===== src/rtl/mul_iter_unit_if.sv =====
// Register-file facing bundle of the iterative multiplier.
// The master side issues operands; the slave side is the multiplier.
interface mul_iter_unit_if #(
    parameter int WIDTH = 32
);
    logic             START;
    logic [WIDTH-1:0] RD1;
    logic [WIDTH-1:0] RD2;
    logic [3:0]       RDEST;
    logic             BUSY;
    logic             DONE;
    logic             WE3;
    logic [3:0]       A3;
    logic [WIDTH-1:0] WD3;

    modport master (
        output START, RD1, RD2, RDEST,
        input  BUSY, DONE, WE3, A3, WD3
    );

    modport slave (
        input  START, RD1, RD2, RDEST,
        output BUSY, DONE, WE3, A3, WD3
    );
endinterface


===== src/rtl/mul_iter_unit.sv =====
// Iterative shift-add multiplier: IDLE -> RUN (one bit per cycle) -> WB.
// Optional macro MUL_EARLY_TERM_EN ends RUN once the multiplier is exhausted.
module mul_iter_unit #(
    parameter int WIDTH = 32,
    parameter int CNT_W = 5
) (
    input logic            CLK,
    input logic            RESET_N,
    mul_iter_unit_if.slave bus
);
    typedef enum logic [1:0] {
        S_IDLE = 2'd0,
        S_RUN  = 2'd1,
        S_WB   = 2'd2
    } state_e;

    localparam logic [CNT_W-1:0] CNT_LAST = CNT_W'(WIDTH - 1);

    state_e           state_q, state_d;
    logic [WIDTH-1:0] mcand_q, mcand_d;
    logic [WIDTH-1:0] mplier_q, mplier_d;
    logic [WIDTH-1:0] acc_q, acc_d;
    logic [CNT_W-1:0] cnt_q, cnt_d;
    logic [3:0]       dest_q, dest_d;

    // State and datapath registers; reset abandons any pending write.
    always_ff @(posedge CLK or negedge RESET_N) begin
        if (!RESET_N) begin
            state_q  <= S_IDLE;
            mcand_q  <= '0;
            mplier_q <= '0;
            acc_q    <= '0;
            cnt_q    <= '0;
            dest_q   <= '0;
        end else begin
            state_q  <= state_d;
            mcand_q  <= mcand_d;
            mplier_q <= mplier_d;
            acc_q    <= acc_d;
            cnt_q    <= cnt_d;
            dest_q   <= dest_d;
        end
    end

    // Next-state and datapath step: load on START, one shift-add per RUN cycle.
    always_comb begin
        state_d  = state_q;
        mcand_d  = mcand_q;
        mplier_d = mplier_q;
        acc_d    = acc_q;
        cnt_d    = cnt_q;
        dest_d   = dest_q;
        unique case (state_q)
            S_IDLE: begin
                if (bus.START) begin
                    mcand_d  = bus.RD1;
                    mplier_d = bus.RD2;
                    acc_d    = '0;
                    cnt_d    = '0;
                    dest_d   = bus.RDEST;
                    state_d  = S_RUN;
                end
            end
            S_RUN: begin
                if (mplier_q[0]) begin
                    acc_d = acc_q + mcand_q;
                end
                mcand_d  = mcand_q << 1;
                mplier_d = mplier_q >> 1;
                cnt_d    = cnt_q + 1'b1;
`ifdef MUL_EARLY_TERM_EN
                if (cnt_q == CNT_LAST || mplier_d == '0) begin
                    state_d = S_WB;
                end
`else
                if (cnt_q == CNT_LAST) begin
                    state_d = S_WB;
                end
`endif
            end
            S_WB: begin
                state_d = S_IDLE;
            end
            default: begin
                state_d = S_IDLE;
            end
        endcase
    end

    // Output decode straight from the registered state.
    always_comb begin
        bus.BUSY = (state_q != S_IDLE);
        bus.WE3  = (state_q == S_WB);
        bus.DONE = (state_q == S_WB);
        bus.A3   = dest_q;
        bus.WD3  = acc_q;
    end
endmodule

===== src/flat_wrapper.sv =====
// flat-port wrapper written by rule: the top's interface ports become plain ports
module mul_iter_unit_flat 
#(
    parameter int WIDTH = 32,
    parameter int CNT_W = 5
)
  (CLK, RESET_N, bus_START, bus_RD1, bus_RD2, bus_RDEST, bus_BUSY, bus_DONE, bus_WE3, bus_A3, bus_WD3);
  mul_iter_unit_if #(.WIDTH(WIDTH)) bus_i ();
  input logic CLK;
  input logic RESET_N;
  input wire logic [$bits(bus_i.START)-1:0] bus_START;
  input wire logic [$bits(bus_i.RD1)-1:0] bus_RD1;
  input wire logic [$bits(bus_i.RD2)-1:0] bus_RD2;
  input wire logic [$bits(bus_i.RDEST)-1:0] bus_RDEST;
  output wire logic [$bits(bus_i.BUSY)-1:0] bus_BUSY;
  output wire logic [$bits(bus_i.DONE)-1:0] bus_DONE;
  output wire logic [$bits(bus_i.WE3)-1:0] bus_WE3;
  output wire logic [$bits(bus_i.A3)-1:0] bus_A3;
  output wire logic [$bits(bus_i.WD3)-1:0] bus_WD3;
  assign bus_i.START = bus_START;
  assign bus_i.RD1 = bus_RD1;
  assign bus_i.RD2 = bus_RD2;
  assign bus_i.RDEST = bus_RDEST;
  assign bus_BUSY = bus_i.BUSY;
  assign bus_DONE = bus_i.DONE;
  assign bus_WE3 = bus_i.WE3;
  assign bus_A3 = bus_i.A3;
  assign bus_WD3 = bus_i.WD3;
  mul_iter_unit #(.WIDTH(WIDTH), .CNT_W(CNT_W)) u_core (.CLK(CLK), .RESET_N(RESET_N), .bus(bus_i));
endmodule

===== config.mk =====
export PLATFORM = sky130hd
export DESIGN_NAME = mul_iter_unit_flat
export DESIGN_NICKNAME = d
export VERILOG_FILES = /design/src/rtl/mul_iter_unit_if.sv /design/src/rtl/mul_iter_unit.sv /design/src/flat_wrapper.sv
export SDC_FILE = /design/constraint.sdc
export NUM_CORES = 1
export LEC_CHECK = 0
export CORE_MARGIN = 2
export CORE_UTILIZATION = 35
export DETAILED_ROUTE_END_ITERATION = 6
export PLACE_DENSITY = 0.55
export SYNTH_ARGS = -nofsm -noshare
export SYNTH_HDL_FRONTEND = slang
export SYNTH_SLANG_ARGS = --single-unit

===== constraint.sdc =====
create_clock -name CLK -period 5.4 [get_ports CLK]
set_input_delay 1.08 -clock CLK [delete_from_list [all_inputs] [get_ports CLK]]
set_output_delay 1.08 -clock CLK [all_outputs]
set_load 0.02 [all_outputs]

**Word level (Yosys, flattened, before mapping)**

Cells that the tools add are included.

- Flip-flop bits (word level): 107
- Bits of input ports: 71
- Logic and storage cells: 33

- Add/subtract/negate cells: 2
- Equal/unequal tests: 6
- Mux-type cells: 12
- Reduce and logical (&&, ||, !) cells: 7

Operators with widths:

| operator | count |
|---|---|
| $pmux W32 S2 | 3 |
| $mux W32 | 4 |
| $add A32 B32 Y32 | 1 |
| $pmux W5 S2 | 1 |
| $reduce_and A2 Y1 | 3 |
| $add A5 B1 Y5 const B | 1 |
| $eq A5 B5 Y1 const B | 1 |
| $mux W5 | 1 |
| $mux W2 | 2 |
| $ne A2 B1 Y1 const B | 2 |
| $pmux W2 S2 | 1 |
| $reduce_bool A2 Y1 | 2 |
| $reduce_and A3 Y1 | 1 |
| $eq A2 B1 Y1 const B | 1 |
| $eq A2 B2 Y1 const B | 1 |
| $logic_not A2 Y1 | 1 |
| $ne A2 B2 Y1 const B | 1 |

**Depth between registers and ports, before layout**

Gate-level depths: netlist of run 1.

- Word-level depth: 3
- Depth in mapped cells: 12
- Depth with buffers taken out: 12

**Worst setup path after synthesis of run 1**

OpenSTA, ideal clock, no wires.

- Path type: reg2reg
- From: register u_core.acc_q[0] (netlist: u_core.bus.WD3[0])
- To: register u_core.acc_q[30] (netlist: u_core.bus.WD3[30])
- Arrival: 2.665 ns
- Slack: 2.606 ns
- Stages on the path, launching flop included: 13
- Path buffers: 0
- Clock period less this slack: 2.794 ns
- Cell sequence: dfrtp_1 > ha_1 > inv_1 > fa_1 > nor2b_4 > o31a_1 > o2111ai_2 > nor3b_2 > o31ai_1 > a221o_1 > a31oi_2 > xnor2_1 > o21ai_1

- Word-level cells in the longest chain between the ends: 3

Ends and longest elaborated chain:

| element | line | text |
|---|---|---|
| start, declared | mul_iter_unit.sv:22 | `logic [WIDTH-1:0] acc_q, acc_d;` |
| start signal, assigned | mul_iter_unit.sv:32 | `acc_q <= '0;` |
| start signal, assigned | mul_iter_unit.sv:39 | `acc_q <= acc_d;` |
| $add A32 B32 Y32 | mul_iter_unit.sv:66 | `acc_d = acc_q + mcand_q;` |
| $mux W32 | mul_iter_unit.sv:65 | `if (mplier_q[0]) begin` |
| $pmux W32 S2 | mul_iter_unit.sv:53 | `unique case (state_q)` |

No other way between the ends. The select of a mux whose other input is x is not followed.
A chain may end at the register's enable or synchronous reset.

**Final worst setup path of run 1**

- From: register u_core.mcand_q[0]
- To: register u_core.acc_q[30] (netlist: u_core.bus.WD3[30])

- Word-level cells in the longest chain between the ends: 3

Ends and longest elaborated chain:

| element | line | text |
|---|---|---|
| start, declared | mul_iter_unit.sv:20 | `logic [WIDTH-1:0] mcand_q, mcand_d;` |
| start signal, assigned | mul_iter_unit.sv:37 | `mcand_q <= mcand_d;` |
| $add A32 B32 Y32 | mul_iter_unit.sv:66 |  |
| $mux W32 | mul_iter_unit.sv:65 |  |
| $pmux W32 S2 | mul_iter_unit.sv:53 |  |

No other way between the ends. The select of a mux whose other input is x is not followed.

==> results of run 1 <==
## final cells by class
cell class / instances / share of cell area
multi-input combinational: 511 / 0.411
clock inverter: 6 / 0.00639
inverter: 10 / 0.00504
tap: 220 / 0.0370
clock buffer: 10 / 0.0308
antenna: 1 / 0.000336
timing repair buffer: 113 / 0.150
sequential: 107 / 0.360
## stage by stage
stage	power, W	setup WS [ns]
finish	0.00561	2.32
global route	0.00612	2.11
CTS	0.00566	2.29
detailed placement	0.00500	2.31
global placement	0.00493	2.36
floorplan	0.00403	2.61
## kinds of logic after synthesis
logic type / share of synthesized area
DFF: 0.454
xor gates and xnor gates: 0.0327
and+or+nand+nor: 0.180
AOI/OAI and AO/OA: 0.229
buffers and inverters: 0.0299
muxes: 0.00170
adders and majority gates: 0.0734
## state kept, by name, summed over array words and instances (netlist names)
name,count
u_core.cnt_q,5
u_core.bus.A3,4
u_core.mplier_q,32
u_core.bus.WD3,32
u_core.mcand_q,32
u_core.state_q,2
## worst max-delay path by stage
stage                                 start                  to  depth (start not counted)
final                     u_core.mcand_q[0]  u_core.bus.WD3[30]                         12
after global routing      u_core.mcand_q[0]  u_core.bus.WD3[30]                         12
after CTS                 u_core.mcand_q[0]  u_core.bus.WD3[30]                         12
after detailed placement  u_core.mcand_q[0]  u_core.bus.WD3[26]                         12
after global placement            bus_START     u_core.cnt_q[2]                          6
after floorplan           u_core.bus.WD3[0]  u_core.bus.WD3[30]                         12
## metal layers
metal | track usage | vias to the layer above
met5 | 0 | -
met4 | 0.0473 | 0
met3 | 0.0495 | 10
met2 | 0.293 | 122
met1 | 0.227 | 2467
li1 | - | 2562
## power by group through the flow
stage          clock (W)  combinational [W]  sequential (W)
2_1_floorplan          0            0.00241         0.00161
3_3_place_gp           0            0.00339         0.00154
3_5_place_dp           0            0.00345         0.00155
4_1_cts         0.000655            0.00346         0.00154
5_1_grt         0.000686            0.00384         0.00159
6_report        0.000635            0.00344         0.00153
## tightest hold or removal path, cell delays in order (launching register included)
cell and delay [ns]:
dfrtp_1 0.35, nand2_1 0.05, nand2_1 0.05
## synth_stat cells (2+ instances only)
library cell	instances	area [um^2]
nand4_1	5	31.3
clkbuf_1	35	131
a22o_1	3	26.3
xnor2_1	13	114
ha_1	33	413
a311o_1	2	20.0
nor2b_1	6	37.5
o21a_1	5	37.5
o211ai_1	3	22.5
o31a_1	3	26.3
a21oi_1	31	155
dfrtp_1	107	2680
nand2b_1	7	43.8
and3_1	3	18.8
o22ai_1	62	388
nor3_1	4	20.0
o21ai_0	48	240
xor2_1	9	78.8
a211o_1	3	26.3
a21o_1	10	75.1
inv_1	10	37.5
and2_1	4	25.0
or3_1	3	18.8
nand3_1	8	40.0
o21ai_1	3	15.0
a32o_1	3	30.0
and4_1	2	17.5
nor2_1	132	495
nand2_1	66	248
a211oi_1	2	15.0
a31oi_1	6	37.5
nor3b_1	3	22.5
o21bai_1	4	30.0
==> run summary, run 1 <==
Status = finished clean
Static Leakage = 3.19 nW
Port Buffers = 109
Die area = 17900 um^2
FF/Latch Area = 2680 um^2
Total Wirelength = 15400 um
FMAX = 0.324 GHz
Final net count = 857
Clk buf depth = 2
Worst slew pin tran = 1.20 ns
Clk Latency, worst-skew pair = 0.35 ns
Worst path bufs/invs = 1
Multi-input combinational cell area = 3060 um^2
Pre-antenna DRT Iters = 4
DRC violation total after the first TritonRoute iteration = 299
Post-CTS resize count = 0
Worst path max stage delay = 0.43 ns
Wire length on met1 = 7170 um
R2R setup slack = 2.32 ns
CP startpoint kind = flip-flop
Crit path cell chain = ha_1 > inv_1 > fa_1 > nor2b_4 > o31a_1 > o2111ai_2 > nor3b_2 > o31ai_1 > a221o_1 > a31oi_2 > xnor2_1 > o21ai_1
Avg WL per Cell = 15.7 um
Hold-fix buffers, CTS = 0
Fin. max-slew vios = 0
Hold Path Class = reg -> reg
Syn-to-layout area delta = 26.2%
Avg Cell Area, Syn = 8.89 um^2
Crit-path slowest cell = fa_1
Min-delay src = u_core.bus.A3[1]
Async SR Flop Fraction = 1.00
WHS = 0.485 ns
Worst endpoint required time = 5.60 ns
Flops & latches, synth = 107
CTS clk-pin slew, worst paths = 0.08 ns
Top Metal Used = met4
Vias per inst = 5.28
Worst Path Arrival = 3.29 ns
Post-Synthesis Cells = 664
Setup Total Neg Slack = 0 ns
Delay-heaviest family, CP = compound AO/OA/AOI/OAI gates
# placed instances = 961
Initial antenna violation count = 1
Total setup buffers inserted after CTS = 0
Final Non-Filler Cells = 978
Vias = 5161
Number of fill cells in the layout = 1590
Int Pwr = 0.00306 W
Crit Reg-Reg Startpoint = u_core.mcand_q[0]
First-pass GRT wire length = 25500 um
Number of synthesized flops with an enable pin = 0
CP Capture Type = flip-flop
Top-Level Pins = 110
Routed Antenna Nets = 0
Most used DFF post-synth = dfrtp_1
Row cnt = 47
Max VDD drop = 0.493 mV
Most frequent cells in the layout = 131 x nor2_1, 108 x clkdlybuf4s50_1, 107 x dfrtp_1
Maxcap violations = 0
Sequential fraction of the synthesis area = 0.454
RSZ-0062 raised after global routing = false
Overflow after GRT = 0
Routed wl met3 = 873 um
Fin. Hold Viols = 0
Met2 wire length = 7170 um
Die W = 134 um
Most common cell after layout, fill and taps aside = nor2_1
Fin util = 0.451
Area post-placement = 7170 um^2
Seq pwr share = 0.274
# H-tree levels = 3
Library cells used by synthesis = 59
Sink Count = 107
Layout cells sized above 1 = 0.0449
Core area = 16500 um^2
DRC = 0
Max FO, Critical Path = 4
Cells on worst reg2reg path = 12
Hold path cells = 2
Worst slew margin = 0.194
Cts bufs inserted = 9
Combinational share of power = 0.613
Switching power = 0.00255 W
Gpl congestion = 0.853
Pin count of the biggest net entering global routing = 80
Vias in the first global route = 5173
Clock Skew = 0.0117 ns
CTS tree = done
Final min period = 3.08 ns
Clock power share = 0.113
Warning count from the yosys run = 0
Post-route cell area = 7440 um^2
Syn Std Cell Area = 5900 um^2
Initial Util = 0.357
RR Endpoint = u_core.bus.WD3[30]
Root Driver = clkbuf_16
WHS Endpoint = u_core.bus.A3[1]
Synth Net Count = 769
Worst Setup Path Type = reg -> reg
Height of the die = 134 um
Total Routing Usage GR = 0.177
Sw frac = 0.455
DP HPWL = 10500 um
Pwr dens = 753 nW/um^2
Fin crit share = 0.571
Final setup vio count = 0
(Power assumes the default switching activity.)
==> inputs of run 2 (changes only) <==
clock period = 3.2 ns   (was 5.4 ns; I/O delays follow)
==> run 2 against run 1 <==
Compared with the run above:
- clock-buffer cell count is the same
- clock skew shrank 0.0040 ns
- via count shrank 0.76%
==> run summary, run 2 (same netlist as run 1, synthesis figures left out) <==
CTS tree = done
First-pass GRT wire length = 25400 um (-0.33%)
Max FO, Critical Path = 4 (unchanged)
Vias per inst = 5.21 (-1.4%)
Worst setup margin = 0.260 ns (-2.06 ns)
Most frequent cells in the layout = 131 x nor2_1, 108 x clkdlybuf4s50_1, 107 x dfrtp_1
Worst slew margin = 0.607 (+0.413)
Core area = 16500 um^2 (unchanged)
Root Driver = clkbuf_16
Diode count = 0 (-1)
RR Endpoint = u_core.bus.WD3[26]
Status = finished clean
Top Metal Used = met4
Layout cells sized above 1 = 0.0550 (+0.0101)
Routed Antenna Nets = 0 (unchanged)
Die W = 134 um (unchanged)
Final min period = 2.94 ns (-0.145 ns)
DRC = 0 (unchanged)
Pin count of the biggest net entering global routing = 66 (-18%)
Worst Path Arrival = 3.21 ns (-0.08 ns)
Met2 wire length = 7290 um (+1.7%)
WHS = 0.286 ns (-0.199 ns)
Clk buf depth = 2 (unchanged)
Height of the die = 134 um (unchanged)
Hold Path Class = in -> async
RSZ-0062 raised after global routing = false
Static Leakage = 3.26 nW (+2.2%)
Fin. Hold Viols = 0 (unchanged)
Top-Level Pins = 110 (unchanged)
Port Buffers = 109 (unchanged)
Crit Reg-Reg Startpoint = u_core.bus.WD3[0]
DP HPWL = 11200 um (+6.2%)
CP Capture Type = flip-flop
Gpl congestion = 0.865 (+1.4%)
Fin crit share = 0.919 (+0.347)
Initial antenna violation count = 0 (-1)
Total power = 0.00974 W (+74%)
Maxcap violations = 0 (unchanged)
Clk Latency, worst-skew pair = 0.35 ns (about the same)
FMAX = 0.340 GHz (+4.9%)
Routed wl met3 = 892 um (+2.2%)
CTS clk-pin slew, worst paths = 0.07 ns (about the same)
Final net count = 865 (+0.93%)
Hold-fix buffers, CTS = 0 (unchanged)
Avg WL per Cell = 15.8 um (+0.45%)
Final setup vio count = 0 (unchanged)
Pre-antenna DRT Iters = 4 (unchanged)
Initial Util = 0.357 (unchanged)
Total Routing Usage GR = 0.176 (-0.000219)
DRC violation total after the first TritonRoute iteration = 253 (-15%)
# H-tree levels = 3 (unchanged)
Worst endpoint required time = 3.47 ns (-2.13 ns)
Worst slew pin tran = 0.590 ns (-0.615 ns)
Vias in the first global route = 5030 (-2.8%)
Pwr dens = 1290 nW/um^2 (+71%)
Fin util = 0.458 (+0.00787)
Number of fill cells in the layout = 1594 (+0.25%)
CP startpoint kind = flip-flop
Syn-to-layout area delta = 28.4%
Cts bufs inserted = 9 (unchanged)
Vias = 5122 (-0.76%)
Pre-CTS WS = 0.183 ns (-2.13 ns)
Die area = 17900 um^2 (unchanged)
R2R setup slack = 0.26 ns (-2.06 ns)
Overflow after GRT = 0 (unchanged)
Row cnt = 47 (unchanged)
Most common cell after layout, fill and taps aside = nor2_1
Sink Count = 107 (unchanged)
Wire length on met1 = 7160 um (-0.20%)
Worst Setup Path Type = reg -> reg
Setup Total Neg Slack = 0 ns (unchanged)
Post-CTS resize count = 0 (unchanged)
Fin. max-slew vios = 0 (unchanged)
Clock Skew = 0.00774 ns (-0.00399 ns)
Max VDD drop = 0.425 mV (-14%)
Cells on worst reg2reg path = 12 (unchanged)
Total Wirelength = 15500 um (+1.1%)
Total setup buffers inserted after CTS = 0 (unchanged)
run 2: power by group:
group	internal (W)	switching, W
Sequential	0.00206	0.000532
Clock	0.000760	0.000505
Combinational	0.00261	0.00327
Total	0.00543	0.00431
run 2: worst max path at each step:
stage / slack [ns] / endpoint / startpoint / depth (start not counted)
3_3_place_gp: 0.28 / u_core.bus.WD3[30] / u_core.bus.WD3[0] / 12
4_1_cts: 0.14 / u_core.bus.WD3[26] / u_core.bus.WD3[0] / 12
6_report: 0.26 / u_core.bus.WD3[26] / u_core.bus.WD3[0] / 12
3_5_place_dp: 0.18 / u_core.bus.WD3[26] / u_core.bus.WD3[0] / 12
5_1_grt: 0.007 / u_core.bus.WD3[26] / u_core.bus.WD3[0] / 12
2_1_floorplan: 0.41 / u_core.bus.WD3[30] / u_core.bus.WD3[0] / 12
run 2: stage by stage:
| step | area, um^2 | instances |
|---|---|---|
| final | 7570 | 984 |
| after global routing | 7570 | 984 |
| after CTS | 7570 | 984 |
| after detailed placement | 7240 | 969 |
| after global placement | 7240 | 969 |
| after floorplan | 5900 | 664 |
run 2: routing by layer:
layer | global-route usage | vias to the layer above
li1 | - | 2562
met1 | 0.231 | 2431
met2 | 0.286 | 116
met3 | 0.0506 | 13
met4 | 0.0496 | 0
met5 | 0 | -
run 2: area by class of cell:
| cell class | count | area, um^2 | share of cell area |
|---|---|---|---|
| timing repair buffer | 121 | 1190 | 0.157 |
| clock buffer | 10 | 229 | 0.0302 |
| tap | 220 | 275 | 0.0363 |
| sequential | 107 | 2680 | 0.353 |
| multi-input combinational | 511 | 3060 | 0.404 |
| inverter | 10 | 37.5 | 0.00496 |
| clock inverter | 5 | 103 | 0.0135 |
run 2: critical path, stage by stage, from the launching register on:
cell,delay [ns]
dfrtp_1,0.38
ha_1,0.20
inv_1,0.06
fa_1,0.42
nor2b_4,0.14
o31a_1,0.22
o2111ai_2,0.18
nor3b_2,0.21
o31ai_2,0.33
a221o_1,0.30
a21boi_1,0.11
xor2_1,0.15
o21ai_0,0.16
==> inputs of run 3 (changes only) <==
RECOVER_POWER = 100   (was unset)
==> run 3 against run 2 <==
Compared with the run above:
- the run now ends with capacitance limit, slew limit left
- via count grew 0.47%
- fmax increased by 0.85%
- sequential power about the same
- critical path depth unchanged
- critical path type unchanged
- largest cell class unchanged
==> run summary, run 3 (same netlist as run 1, synthesis figures left out) <==
Worst path max stage delay = 0.42 ns (about the same)
Worst Path Arrival = 3.19 ns (-0.02 ns)
Worst endpoint required time = 3.47 ns (about the same)
Status = finished with violations
Worst slew pin tran = 2.42 ns (+1.83 ns)
First-pass GRT wire length = 25400 um (unchanged)
Pwr dens = 1270 nW/um^2 (-1.0%)
Clk buf depth = 2 (unchanged)
FMAX = 0.343 GHz (+0.85%)
Avg WL per Cell = 15.7 um (-0.30%)
Max VDD drop = 0.406 mV (-4.6%)
Worst path bufs/invs = 1 (unchanged)
Die area = 17900 um^2 (unchanged)
Most common cell after layout, fill and taps aside = nor2_1
Root Driver = clkbuf_16
DP HPWL = 11200 um (unchanged)
Initial antenna violation count = 0 (unchanged)
Crit path cell chain = ha_1 > inv_1 > fa_1 > nor2b_4 > o31a_1 > o2111ai_2 > nor3b_2 > o31ai_2 > a221o_1 > a21boi_1 > xor2_1 > o21ai_0
Worst Setup Path Type = reg -> reg
Vias per inst = 5.23 (+0.47%)
Failing checks = capacitance limit, slew limit
CP Capture Type = flip-flop
Total Wirelength = 15500 um (-0.30%)
CP startpoint kind = flip-flop
# H-tree levels = 3 (unchanged)
Number of fill cells in the layout = 1613 (+1.2%)
Layout cells sized above 1 = 0.0406 (-0.0144)
DRC = 0 (unchanged)
Worst slew margin = -0.616 (-1.22)
Top-Level Pins = 110 (unchanged)
Crit-path slowest cell = fa_1
Fin crit share = 0.911 (-0.00770)
Sink Count = 107 (unchanged)
Setup Total Neg Slack = 0 ns (unchanged)
Final min period = 2.92 ns (-0.0246 ns)
Most frequent cells in the layout = 132 x nor2_1, 107 x dfrtp_1, 68 x clkdlybuf4s50_1
Initial Util = 0.357 (unchanged)
Diode count = 0 (unchanged)
CTS clk-pin slew, worst paths = 0.07 ns (about the same)
R2R setup slack = 0.28 ns (+0.02 ns)
Maxcap violations = 1 (+1)
Height of the die = 134 um (unchanged)
Static Leakage = 3.27 nW (+0.47%)
Overflow after GRT = 0 (unchanged)
CTS tree = done
Gpl congestion = 0.865 (unchanged)
Clk Latency, worst-skew pair = 0.36 ns (about the same)
Post-route cell area = 7510 um^2 (-0.86%)
Final setup vio count = 0 (unchanged)
Hold Path Class = reg -> reg
Cts bufs inserted = 9 (unchanged)
Routed Antenna Nets = 0 (unchanged)
Final net count = 865 (unchanged)
Core area = 16500 um^2 (unchanged)
Area post-placement = 7240 um^2 (unchanged)
Pre-antenna DRT Iters = 6 (+2)
Port Buffers = 109 (unchanged)
Clock Skew = 0.00831 ns (+0.000563 ns)
Fin. Hold Viols = 0 (unchanged)
Total Routing Usage GR = 0.176 (unchanged)
RSZ-0062 raised after global routing = false
Die W = 134 um (unchanged)
Row cnt = 47 (unchanged)
Hold-fix buffers, CTS = 0 (unchanged)
Delay-heaviest family, CP = compound AO/OA/AOI/OAI gates
DRC violation total after the first TritonRoute iteration = 278 (+9.9%)
Fin. max-slew vios = 44 (+44)
Max FO, Critical Path = 4 (unchanged)
Pin count of the biggest net entering global routing = 66 (unchanged)
Vias in the first global route = 5030 (unchanged)
Vias = 5146 (+0.47%)
Syn-to-layout area delta = 27.3%
-- run 3: worst register-to-register path: cells and delay by family, from the launching register on --
kind / cells / cell delay (ns)
and+or+nand+nor: 2 / 0.35
buffers and inverters: 1 / 0.06
xor gates and xnor gates: 1 / 0.14
DFF: 1 / 0.37
adders and majority gates: 2 / 0.61
AOI/OAI and AO/OA: 6 / 1.29
-- run 3: layout make-up --
class	instances	area (um^2)	share of cell area
Timing Repair Buffer	121	1150	0.153
Clock inverter	5	103	0.0137
Clock buffer	10	229	0.0305
Inverter	10	37.5	0.00500
Multi-Input combinational cell	511	3040	0.405
Tap cell	220	275	0.0367
Sequential cell	107	2680	0.357
-- run 3: metrics by stage --
stage | hold slack (ns) | setup WS, ns | cells | power, W | utilization
2_1_floorplan | 0.344 | 0.406 | 664 | 0.00679 | -
3_5_place_dp | 0.462 | 0.183 | 969 | 0.00849 | 0.438
3_3_place_gp | 0.462 | 0.282 | 969 | 0.00837 | 0.438
5_1_grt | 0.510 | 0.0334 | 984 | 0.0104 | 0.454
4_1_cts | 0.302 | 0.139 | 984 | 0.00981 | 0.458
6_report | 0.482 | 0.285 | 984 | 0.00956 | 0.454
-- run 3: path summary, 6_finish.rpt --
check / to / from / cells past startpoint
max in group asynchronous: u_core.bus.WD3[3] / RESET_N / 2
worst min register to register: u_core.bus.A3[2] / u_core.bus.A3[2] / 2
min in group asynchronous: u_core.mcand_q[20] / RESET_N / 1
worst max-delay path: u_core.bus.WD3[26] / u_core.bus.WD3[0] / 12
worst max register to register: u_core.bus.WD3[26] / u_core.bus.WD3[0] / 12
worst min-delay path: u_core.bus.A3[2] / u_core.bus.A3[2] / 2
-- run 3: where the power goes --
part | internal (W) | switching, W
clock network | 0.000760 | 0.000508
logic | 0.00247 | 0.00324
registers | 0.00206 | 0.000522
-- run 3: repair_timing --
item,in CTS,in global routing
endpoints found under the setup margin,0,2
gates resized for setup,0,1
buffers inserted,0,0
-- run 3: metal layers --
metal,global-route usage,routed length [um],up-vias
met2,0.286,7250,118
met1,0.231,7130,2452
met5,0,0,-
li1,-,-,2565
met3,0.0506,910,11
met4,0.0496,199,0
